### src/rtl/sha256_pkg.sv
// SHA-256 shared constants, word type and small-sigma helpers.
// Combinational only; no latency or backpressure of its own.
// Imported by both the message schedule and the compression stage.
package sha256_pkg;

    localparam int NUM_ROUNDS = 64;
    localparam int WORD_W     = 32;
    localparam int BLOCK_W    = 512;

    typedef logic [WORD_W-1:0] word_t;

    typedef enum logic {
        ST_IDLE = 1'b0,
        ST_RUN  = 1'b1
    } sched_state_t;

    function automatic word_t sigma0_small(input word_t x);
        return {x[6:0], x[31:7]} ^ {x[17:0], x[31:18]} ^ (x >> 3);
    endfunction

    function automatic word_t sigma1_small(input word_t x);
        return {x[16:0], x[31:17]} ^ {x[18:0], x[31:19]} ^ (x >> 10);
    endfunction

endpackage

### src/rtl/sha256_sched_next.sv
// Next schedule word: sigma1(w14) + w9 + sigma0(w1) + w0, mod 2^32.
// Purely combinational, zero latency; no backpressure.
// Two carry-save stages reduce four operands to two before one carry-propagate add.
module sha256_sched_next
    import sha256_pkg::*;
(
    input  word_t w0,
    input  word_t w1,
    input  word_t w9,
    input  word_t w14,
    output word_t next_w
);

    word_t op_a, op_b, op_c, op_d;
    word_t s1, c1, s2, c2;

    always_comb begin
        op_a = sigma1_small(w14);
        op_b = w9;
        op_c = sigma0_small(w1);
        op_d = w0;

        // Carry vectors are shifted left; the bit leaving the MSB is the discarded mod-2^32 carry.
        s1 = op_a ^ op_b ^ op_c;
        c1 = ((op_a & op_b) | (op_a & op_c) | (op_b & op_c)) << 1;

        s2 = s1 ^ c1 ^ op_d;
        c2 = ((s1 & c1) | (s1 & op_d) | (c1 & op_d)) << 1;

        next_w = s2 + c2;
    end

endmodule

### src/rtl/sha256_msg_schedule.sv
// Streams W[0..63] for one 512-bit block, one word per clock from a 16-word sliding window.
// Latency: W[0] in the cycle after the accepting edge; W[63] and done 63 cycles later.
// Backpressure: ready only in IDLE or on W[63]; the stream itself never stalls.
module sha256_msg_schedule #(
    parameter int NUM_ROUNDS = 64,
    parameter int IDX_BITS   = 6
) (
    input  logic                           clk,
    input  logic                           rst,
    input  logic                           load,
    input  logic [sha256_pkg::BLOCK_W-1:0] block_in,
    output logic                           ready,
    output logic                           w_valid,
    output logic [31:0]                    w_out,
    output logic [IDX_BITS-1:0]            w_index,
    output logic                           done
);

    import sha256_pkg::*;

    localparam logic [IDX_BITS-1:0] LAST_IDX = IDX_BITS'(NUM_ROUNDS - 1);

    sched_state_t state_q, state_d;
    word_t        win [16];
    word_t        next_w;
    logic         at_last;
    logic         accept;

    sha256_sched_next u_next (
        .w0     (win[0]),
        .w1     (win[1]),
        .w9     (win[9]),
        .w14    (win[14]),
        .next_w (next_w)
    );

    assign at_last = (w_index == LAST_IDX);
    assign ready   = (state_q == ST_IDLE) || at_last;
    assign w_valid = (state_q == ST_RUN);
    assign done    = (state_q == ST_RUN) && at_last;
    assign accept  = load && ready;
    assign w_out   = win[0];

    always_ff @(posedge clk) begin
        if (rst) begin
            state_q <= ST_IDLE;
        end else begin
            state_q <= state_d;
        end
    end

    always_comb begin
        state_d = state_q;
        case (state_q)
            ST_IDLE: if (load) state_d = ST_RUN;
            ST_RUN:  if (at_last) state_d = load ? ST_RUN : ST_IDLE;
            default: state_d = ST_IDLE;
        endcase
    end

    // After W[63] without a new block the window freezes, so w_out/w_index hold in IDLE.
    always_ff @(posedge clk) begin
        if (rst) begin
            w_index <= '0;
            for (int k = 0; k < 16; k++) win[k] <= '0;
        end else if (accept) begin
            w_index <= '0;
            for (int k = 0; k < 16; k++) win[k] <= block_in[BLOCK_W-1-WORD_W*k -: WORD_W];
        end else if (state_q == ST_RUN && !at_last) begin
            w_index <= w_index + 1'b1;
            for (int k = 0; k < 15; k++) win[k] <= win[k+1];
            win[15] <= next_w;
        end
    end

endmodule
### config.mk
export PLATFORM = sky130hd
export DESIGN_NAME = sha256_msg_schedule
export DESIGN_NICKNAME = d
export VERILOG_FILES = /design/src/rtl/sha256_pkg.sv /design/src/rtl/sha256_sched_next.sv /design/src/rtl/sha256_msg_schedule.sv
export SDC_FILE = /design/constraint.sdc
export NUM_CORES = 1
export LEC_CHECK = 0
export CORE_MARGIN = 5
export CORE_UTILIZATION = 30
export CTS_CLUSTER_SIZE = 10
export DETAILED_ROUTE_END_ITERATION = 10
export PLACE_DENSITY = 0.63
export SLEW_MARGIN = 20
export SYNTH_ARGS = -nofsm -noshare
export SYNTH_HDL_FRONTEND = slang
export SYNTH_SLANG_ARGS = --single-unit
### constraint.sdc
create_clock -name clk -period 9.7 [get_ports clk]
set_input_delay 1.94 -clock clk [delete_from_list [all_inputs] [get_ports clk]]
set_output_delay 1.94 -clock clk [all_outputs]
set_load 0.02 [all_outputs]
==> flow_summary.json <==
{
  "cp_num_buf_inv": 3,
  "dp_hpwl_mm": 78.6,
  "htree_levels": 3,
  "via_per_inst": 5.01,
  "fin_skew_ns": 0.0333,
  "power.density_nw_per_um2": 244,
  "top_level_ports": 556,
  "grt_max_degree": 208,
  "clk_pin_slew_ns": 0.05,
  "dr_wl_met3_mm": 9.35,
  "power.total_w": 0.00861,
  "insertion_delay_ns": 0.61,
  "hold_viol_final": 0,
  "regToRegSetupSlack_ns": 5.07,
  "start_util_pct": 30.3,
  "worstPathMaxFanout": 64,
  "dieHeight_um": 309,
  "crit_cells": 6,
  "grt_pass1_vias": 20900,
  "ys_types": 59,
  "clockBufferDepth": 3,
  "synth_edf_count": 512,
  "synth_fp_nets": 3202,
  "grt_pass1_wl_mm": 148,
  "wl_per_cell_um": 24.9,
  "gp_congestion": 0.888,
  "fin_util_pct": 39.8,
  "wirelength_mm": 107,
  "rsz0062_at_grt": "false",
  "cts_setup_buffers": 0,
  "grt_usage_pct": 21.3,
  "max-vdd-ir-drop_mv": 0.157,
  "syn_inst": 2593,
  "vias": 21400,
  "crit_path_start": "w_index[0]",
  "max_stage_delay_ns": 0.65,
  "ctsResizeCount": 0,
  "hold_ws_ns": 0.502,
  "cts_tree": "done",
  "p_leak_nw": 14.2,
  "synth.area.top_cells": "edfxtp_1 57%, nand2_1 12%, fa_1 4.6%, nand3_1 4.4%, a21oi_1 3.9%",
  "arrival_ns": 3.14,
  "required_ns": 7.76,
  "syn_avg_cell_area_um2": 10.4,
  "tightestPinTransition_ns": 1.25,
  "critPathLaunchType": "register",
  "relSlewSlack_pct": 16.5,
  "ys_ff_latch": 519,
  "drc": 0,
  "core_um2": 88600,
  "cts_buffers": 66,
  "antenna_found_initial": 19,
  "path_class": "reg2out",
  "die-area_um2": 95600,
  "num_rows": 109,
  "place_ws_ns": 4.89,
  "r2r_end": "win[15][26]",
  "synth_top_area_share_pct": 57.3,
  "drtIter0Drc": 2194,
  "status": "finished clean",
  "cp-end-kind": "output port",
  "cts-root-buf": "clkbuf_16",
  "layout.nets": 3672,
  "routed.top_layer": "met5",
  "tns_ns": 0,
  "yosysWarnings": 0,
  "drive_gt1_share_pct": 3.71,
  "worstRegToRegCells": 13,
  "port-buffer-count": 555,
  "synth_seq_area_share_pct": 57.8,
  "finalSetupViolCount": 0,
  "cts_hold_buf": 0,
  "max_cap_violations": 0,
  "antenna_left": 0,
  "synthArstFlopShare_pct": 0,
  "min_path_type": "reg2reg",
  "area_growth_pct": 31.5,
  "worstSetupEndpoint": "ready",
  "critical-path-top-delay-family": "buffers and inverters",
  "min_period_ns": 5.08,
  "firstDrtPassIters": 5,
  "fmax_mhz": 197,
  "crit_slowest_cell": "clkdlybuf4s50_1",
  "mostFrequentLayoutCell": "nand2_1",
  "netlist_area_um2": 26800,
  "period_share_pct": 52.4,
  "final_cell_mix": "846 x nand2_1, 554 x clkdlybuf4s50_1, 512 x edfxtp_1",
  "wl_met1_mm": 45.0,
  "worst_slack_ns": 4.62,
  "clock_sinks": 519,
  "cp_cell_sequence": "ha_1, and3_1, nor2b_4, buf_4, inv_6, clkdlybuf4s50_1",
  "die_w_um": 309,
  "maxSlewViolCount": 0,
  "synth-main-ff-cell": "edfxtp_1",
  "yosysTopAreaCell": "edfxtp_1",
  "overflow": 0,
  "route.met2.wl_mm": 49.7,
  "r2r-start": "win[1][22]"
}
## synth_stat cells, types with 32 or more instances
library cell / n
a21oi_1: 208
a22o_1: 78
buf_1: 33
buf_2: 50
clkbuf_1: 84
edfxtp_1: 512
fa_1: 62
ha_1: 32
inv_1: 92
nand2_1: 846
nand3_1: 237
nor2_1: 34
o21ai_0: 48
xnor2_1: 83
xor2_1: 54
## power by group
part | switching (W) | total, W | internal, W
registers | 0.000218 | 0.00304 | 0.00282
clock network | 0.000983 | 0.00225 | 0.00127
logic | 0.00203 | 0.00332 | 0.00129
total | 0.00323 | 0.00861 | 0.00538
## cell families (layout without fill, tap and decap cells)
family	count (synthesis)	count (layout)	share of synthesized area [%]
compound gates	395	395	9.29
xor+xnor	137	137	4.47
fa+ha+maj	94	94	6.11
buf+inv	261	764	3.89
flops	519	519	57.8
mux	1	1	0.0373
other cells	0	9	0
simple gates	1186	1186	18.4
## metal layers
layer,vias to the layer above,track usage [%]
met2,878,34.1
met1,10400,29.1
met5,-,0
met3,138,5.83
li1,9915,-
met4,16,5.20
## worst reg2reg max path, cell delays in order (launching register included)
cell and delay [ns]:
edfxtp_1 0.57, xor2_1 0.23, xnor2_1 0.31, fa_1 0.49, fa_1 0.50, inv_1 0.05
ha_1 0.44, a21oi_1 0.40, nand2_1 0.13, a2111oi_2 0.50, a211oi_2 0.19, o221ai_2 0.26
a211o_1 0.22, nand3_1 0.09
## area by class of cell
type | instances | area (um^2)
Fill cell | 8671 | 53300
Sequential cell | 519 | 15500
Multi-Input combinational cell | 1813 | 10300
Timing Repair Buffer | 571 | 5740
Clock buffer | 83 | 1750
Tap cell | 1165 | 1460
Inverter | 92 | 350
Clock inverter | 18 | 138
Antenna cell | 9 | 22.5
## flip-flops by register name, indices dropped and copies added (netlist names)
signal   count
w_index      6
win        512
w_valid      1
## worst min-delay path by stage
stage               start    endpoint  slack (ns)  cells past startpoint
6_report       win[5][11]  win[4][11]        0.50                      2
3_5_place_dp   win[6][26]  win[5][26]        0.49                      2
5_1_grt         win[6][5]   win[5][5]        0.52                      2
3_3_place_gp   win[3][10]  win[2][10]        0.49                      2
2_1_floorplan   win[2][0]   win[1][0]        0.48                      2
4_1_cts         win[7][3]   win[6][3]        0.50                      2
## stage by stage
step                      instance area (um^2)  std cells
after global placement                   33400       4160
after floorplan                          26800       2593
after detailed placement                 33400       4160
after global routing                     35300       4269
after CTS                                35300       4261
final                                    35300       4270
Note: power is estimated with default switching activity, not from simulation.
